===== src/rtl/at_decoder.sv =====
// at_decoder: decode-stage classifier for the 5-stage MIPS pipeline.
// Produces the register-usage triple (RS/RT/WR), a 5-bit instruction
// class and a multiply/divide flag for the hazard unit. Decode is purely
// combinational; a one-bit ready flag gates the outputs to nop until the
// first clock edge after reset is released.
module at_decoder (
  input  logic        Clk,
  input  logic        Reset,
  input  logic [31:0] Instr,
  output logic [4:0]  RS,
  output logic [4:0]  RT,
  output logic [4:0]  WR,
  output logic [4:0]  Instype,
  output logic        md_stall
);

  typedef enum logic [4:0] {
    C_NOP     = 5'd0,
    C_CAL_R   = 5'd1,
    C_CAL_I   = 5'd2,
    C_LOAD    = 5'd3,
    C_STORE   = 5'd4,
    C_BRANCH  = 5'd5,
    C_JR      = 5'd6,
    C_JAL     = 5'd7,
    C_JALR    = 5'd8,
    C_LWL     = 5'd9,
    C_LWPL    = 5'd10,
    C_BGEZAL  = 5'd11,
    C_BGEZALR = 5'd12
  } iclass_t;

  logic [5:0] op;
  logic [4:0] rs;
  logic [4:0] rt;
  logic [4:0] rd;
  logic [5:0] funct;

  assign op    = Instr[31:26];
  assign rs    = Instr[25:21];
  assign rt    = Instr[20:16];
  assign rd    = Instr[15:11];
  assign funct = Instr[5:0];

  logic    ready;
  iclass_t cls;
  logic [4:0] dec_rs;
  logic [4:0] dec_rt;
  logic [4:0] dec_wr;
  logic       dec_md;

  // Ready flag: cleared asynchronously by reset, set on first edge after.
  always_ff @(posedge Clk or negedge Reset) begin
    if (!Reset) ready <= 1'b0;
    else        ready <= 1'b1;
  end

  // Instruction decode; any unlisted encoding falls through as nop.
  always_comb begin
    cls    = C_NOP;
    dec_rs = '0;
    dec_rt = '0;
    dec_wr = '0;
    dec_md = 1'b0;
    unique case (op)
      6'h00: begin
        unique case (funct)
          6'h20, 6'h21, 6'h22, 6'h23, 6'h24, 6'h25, 6'h26, 6'h27,
          6'h2A, 6'h2B, 6'h04, 6'h06, 6'h07: begin
            cls = C_CAL_R; dec_rs = rs; dec_rt = rt; dec_wr = rd;
          end
          // An all-zero word is the canonical nop, not sll $0,$0,0.
          6'h00, 6'h02, 6'h03: begin
            if (Instr != '0) begin
              cls = C_CAL_R; dec_rt = rt; dec_wr = rd;
            end
          end
          6'h08: begin cls = C_JR; dec_rs = rs; end
          6'h09: begin cls = C_JALR; dec_rs = rs; dec_wr = rd; end
          6'h05: begin
            cls = C_BGEZALR; dec_rs = rs; dec_rt = rt; dec_wr = 5'd31;
          end
          6'h18, 6'h19, 6'h1A, 6'h1B: begin
            cls = C_CAL_R; dec_rs = rs; dec_rt = rt; dec_md = 1'b1;
          end
          6'h11, 6'h13: begin cls = C_CAL_R; dec_rs = rs; dec_md = 1'b1; end
          6'h10, 6'h12: begin cls = C_CAL_R; dec_wr = rd; dec_md = 1'b1; end
          default: ;
        endcase
      end
      6'h01: begin
        unique case (rt)
          5'h00, 5'h01: begin cls = C_BRANCH; dec_rs = rs; end
          5'h11:        begin cls = C_BGEZAL; dec_rs = rs; dec_wr = 5'd31; end
          default: ;
        endcase
      end
      6'h04, 6'h05: begin cls = C_BRANCH; dec_rs = rs; dec_rt = rt; end
      6'h06, 6'h07: begin cls = C_BRANCH; dec_rs = rs; end
      6'h03:        begin cls = C_JAL; dec_wr = 5'd31; end
      6'h08, 6'h09, 6'h0A, 6'h0B, 6'h0C, 6'h0D, 6'h0E: begin
        cls = C_CAL_I; dec_rs = rs; dec_wr = rt;
      end
      6'h0F: begin cls = C_CAL_I; dec_wr = rt; end
      6'h20, 6'h21, 6'h23, 6'h24, 6'h25: begin
        cls = C_LOAD; dec_rs = rs; dec_wr = rt;
      end
      6'h28, 6'h29, 6'h2B: begin cls = C_STORE; dec_rs = rs; dec_rt = rt; end
      6'h22: begin cls = C_LWL; dec_rs = rs; dec_rt = rt; dec_wr = rt; end
      6'h33: begin cls = C_LWPL; dec_rs = rs; dec_wr = rt; end
      default: ;
    endcase
  end

  // Output gating: force nop while not ready (includes reset asserted now).
  always_comb begin
    Instype  = '0;
    RS       = '0;
    RT       = '0;
    WR       = '0;
    md_stall = 1'b0;
    if (ready && Reset) begin
      Instype  = cls;
      RS       = dec_rs;
      RT       = dec_rt;
      WR       = dec_wr;
      md_stall = dec_md;
    end
  end

endmodule


===== config.mk =====
export PLATFORM = sky130hd
export DESIGN_NAME = at_decoder
export DESIGN_NICKNAME = d
export VERILOG_FILES = /design/src/rtl/at_decoder.sv
export SDC_FILE = /design/constraint.sdc
export NUM_CORES = 1
export LEC_CHECK = 0
export ABC_CLOCK_PERIOD_IN_PS = 2440
export BUFFER_PORTS_ARGS = -buffer_cell sky130_fd_sc_hd__buf_2
export CAP_MARGIN = 10
export CORE_UTILIZATION = 47
export CTS_CLUSTER_SIZE = 30
export DETAILED_ROUTE_END_ITERATION = 10
export PLACE_DENSITY_LB_ADDON = 0.3
export SYNTH_ARGS = -nofsm -noshare
export SYNTH_HDL_FRONTEND = slang
export SYNTH_SLANG_ARGS = --single-unit

===== constraint.sdc =====
create_clock -name Clk -period 2.44 [get_ports Clk]
set_input_delay 0.366 -clock Clk [delete_from_list [all_inputs] [get_ports Clk]]
set_output_delay 0.366 -clock Clk [all_outputs]
set_load 0.005 [all_outputs]

### Word level (Yosys, flattened, before mapping)

Cells that the tools add are included.

* register bits: 1
* latch bits: 0
* bits in writable memories: 0
* bits in read-only memories: 0
* input port bits: 34
* output and inout port bits: 21
* word-level logic and storage cells: 94
* memories: 0

* $add $sub $neg: 0
* multiply operators: 0
* divide/modulo/power cells: 0
* $lt $le $gt $ge: 0
* equality and inequality tests: 52
* shift operators: 0
* muxes and demuxes: 21
* bitwise operators: 0
* reduce and logical (&&, ||, !) cells: 20

Operator list (number)
* 6-bit == test (second input constant): 20
* 6-bit by 4-bit == test with 1-bit output (second input constant): 10
* 6-bit by 3-bit == test with 1-bit output (second input constant): 8
* 6-bit by 5-bit == test with 1-bit output (second input constant): 8
* 21-bit OR reduction: 2
* 5-bit 2-to-1 mux: 8
* 4-bit case mux with 9 select lines: 1
* 32-bit nonzero test: 1
* 5-bit case mux with 3 select lines: 2
* 22-bit OR reduction: 1
* 4-bit case mux with 5 select lines: 1
* 5-bit case mux with 2 select lines: 2
* 5-bit case mux with 4 select lines: 1
* 6-bit by 2-bit == test with 1-bit output (second input constant): 3
* 18-bit OR reduction: 1
* 16-bit OR reduction: 1
* 8-bit OR reduction: 2
* 15-bit OR reduction: 1
* 6-bit zero test: 2
* 3-bit OR reduction: 3
* 4-bit case mux with 2 select lines: 1
* 6-bit by 1-bit == test with 1-bit output (second input constant): 1
* 6-bit OR reduction: 1
* 5-bit by 1-bit == test with 1-bit output (second input constant): 1
* other kinds (8): 11

### Logic depth before layout (Yosys ltp)

* word-level depth: 5
* mapped depth: 7
* mapped depth without buffers: 5

### Least setup slack after synthesis

Ideal clock, no wire load.

* path type: input to output
* start: input port Instr[5]
* end: output port WR[0]
* data arrival time: 1.732 ns
* data required time: 2.074 ns
* slack: 0.342 ns
* stages: 7
* buffers on the path: 2
* path through: buf_6 > or2_1 > buf_6 > or4_4 > o211ai_2 > o2111a_2 > o2bb2ai_1

* longest elaborated chain between the ends: 5
* elaborated cells on any way between the ends: 27
* classes of those cells: 19 x eq/ne; 4 x mux; 4 x reduce/logical

RTL lines
* start, declared: RTL line 9 `input logic [31:0] Instr,`
* 6-bit by 5-bit == test with 1-bit output, or another cell as far along: RTL line 67 `unique case (funct)`
* 16-bit OR reduction (no line), or another cell as far along
* 5-bit case mux with 3 select lines (*): RTL line 67
* 5-bit case mux with 4 select lines (*): RTL line 65 `unique case (op)`
* 5-bit 2-to-1 mux (*): RTL line 122 `if (ready && Reset) begin`
* end, declared: RTL line 12 `output logic [4:0] WR,`

Mark *: on every way between the ends. The rest lies on a longest branch, timed or not.

### Worst setup path in the final report

* start: input port Instr[5]
* end: output port RT[3]

* longest elaborated chain between the ends: 5
* elaborated cells on any way between the ends: 28
* classes of those cells: 20 x eq/ne; 4 x mux; 4 x reduce/logical

RTL lines
* 6-bit by 5-bit == test with 1-bit output, or another cell as far along: RTL line 67
* 18-bit OR reduction (no line), or another cell as far along
* 5-bit case mux with 2 select lines (*): RTL line 67
* 5-bit case mux with 2 select lines (*): RTL line 65
* 5-bit 2-to-1 mux (*): RTL line 122
* end, declared: RTL line 11 `output logic [4:0] RT,`

Marks and branches as above.

==> reports/qor.yml <==
outcome:
  outcome: "completed"
route:
  first_pass_iters: 4
  initialDrtViolationCount: 97
  via_per_inst: 6.582
  vias: 1639
  post-route-drc-count: 0
  drt-total-wl_um: 3630
  antenna_left: 0
  routedWlPerCell_um: 14.58
synthesis:
  synth.largest_area_cell: "o21ai_0"
  synth_edf_count: 0
  synth-compound-area-share_pct: 46.35
  avgSynthCellArea_um2: 6.354
  synth-seq-cells: 1
  synth_top_area_share_pct: 6.195
  netlist_instances: 178
  synth_simple_gate_area_share_pct: 39.05
  synthMuxAreaShare_pct: 0.8850
  synth_top_family_by_area: "compound AO/OA/AOI/OAI gates"
  synth.distinct_cells: 50
  yosys_warnings: 0
  synth_fp_nets: 212
  synth.area.top_cells: "o21ai_0 (6.2%), a21boi_0 (6.0%), and3_1 (5.0%), nand3_1 (4.9%), nor2_1 (4.6%)"
  ys_seq_area_share_pct: 2.212
  synth_area_mm2: 0.001131
  async_reset_ff_share_pct: 100.0
  synth_fa_ha_area_share_pct: 0
  synthFlopType: "dfrtp_1"
  yosys.area_share.xor_xnor_pct: 1.549
finish:
  drive_gt1_share_pct: 31.67
  area.growth.synth_to_final_pct: 23.89
  n_antenna_cell: 0
  nNetsFinal: 257
  final_common_cell: "buf_2"
  largest_register_ffs: 1
  final_cell_mix: "buf_2 (53), nor2_1 (14), o21ai_0 (14)"
  regMostFlops: "ready"
  stdcell_count: 249
  final_area_mm2: 0.001401
  top_regs: "ready x1"
placed_design:
  io_buffer_count: 53
  dp_hpwl_um: 2826
  dp.cells: 249
  placed_area_mm2: 0.001401
  globalplace.congestion: 0.9764
floorplan:
  io_pins: 55
  dieHeight_um: 51.06
  dieWidth_um: 51.06
  die-area_mm2: 0.002607
  start_util_pct: 50.64
  core_area_mm2: 0.002233
  rows: 17
worst_setup_path:
  endpoint: "RT[3]"
  required_ns: 2.07
  critPathSlowestCell: "or2_1"
  crit_path_end_kind: "primary output"
  worstSetupPathType: "input port to primary output"
  arrival_ns: 1.94
  critPathBufInv: 2
  critical-path-top-delay-family: "simple AND/OR/NAND/NOR gates"
  crit_path_max_incr_delay_ns: 0.32
  startpoint: "Instr[5]"
  worst-path-max-fanout: 9
  worstPathCellList: "buf_2 > or2_1 > nor4_2 > a31oi_1 > or2_1 > a32o_1 > buf_2"
  worstSetupStartpointType: "input port"
  crit_cells: 7
sta:
  min_period_ns: 2.308
  grt_setup_unrepaired: "false"
  maxSlewHeadroom_pct: 57.19
  setup_viol: 0
  final.setup.tns_ns: 0
  tightest_slew_ns: 0.6408
  slew_viol_final: 0
  hold_viol: 0
  fmax_ghz: 0.4332
  post-route-period-util_pct: 94.61
clock_tree:
  path_clk_slew_ns: 0
  ctsResizeCount: 0
  postCtsSetupBuffers: 0
  hold_buffers: 0
power:
  ir_drop_mv: 0.1362
  powerDensity_mw_per_mm2: 146.0
  leakagePower_uw: 0.0006144
hold_path:
  hold_class: "input port to async pin"
global_route:
  grt_overflow_total: 0
  grt_pass1_wl_um: 5954
  grt_pass1_vias: 1402
  grt_max_degree: 20
  antenna_found_initial: 0
  track_usage_pct: 28.28
job:
  cap_viol_max_count: 0
stage by stage:
step	util (%)	power (uW)	setup WS, ns	hold WS (ns)
2_1_floorplan	-	135.0	0.3424	0.07041
3_3_place_gp	62.75	192.4	0.1921	0.1456
3_5_place_dp	62.75	200.0	0.1348	0.1472
4_1_cts	62.75	200.6	0.1283	0.1472
5_1_grt	62.75	221.9	0.01315	0.1524
6_report	62.75	204.6	0.1316	0.1469
layout make-up:
cell class	instances	area, um2
fill	224	832.0
inverter	4	15.01
multi-input combinational	155	1001
sequential	1	25.02
tap	28	35.03
timing repair buffer	61	325.3
logic make-up (layout without fill, tap and decap cells):
logic type      after synthesis  after routing
other cells                   2              2
compound gates               70             70
buf+inv                      22             65
xor+xnor                      2              2
flops                         1              1
simple gates                 80             80
mux                           1              1
report_power, final:
group	total (uW)	switching (uW)	internal, uW
sequential	17.9	0.147	17.7
combinational	187	111	75.6
clock	0	0	0
metal layers:
metal	global-route usage, %	vias up	routed length [um]
met2	48.46	110	1720
met5	0	-	0
met3	0.5952	8	356
li1	-	788	-
met1	38.87	733	1488
met4	6.481	0	65
worst min-delay path by stage:
stage / start / endpoint / depth (start not counted)
floorplan: Reset / ready$_DFF_PN0_ / 0
global placement: Reset / ready$_DFF_PN0_ / 1
detailed placement: Reset / ready$_DFF_PN0_ / 1
CTS: Reset / ready$_DFF_PN0_ / 1
global route: Reset / ready$_DFF_PN0_ / 1
finish: Reset / ready$_DFF_PN0_ / 1
synth_stat cells, drive strengths merged (6+ instances only):
master and instances:
o21ai 15, nand2 10, nand3 11, a21boi 9
a21oi 6, and3 9, nand4 6, nor2 14
clkbuf 11, buf 7, nor4 6
Note: power is estimated with default switching activity, not from simulation.
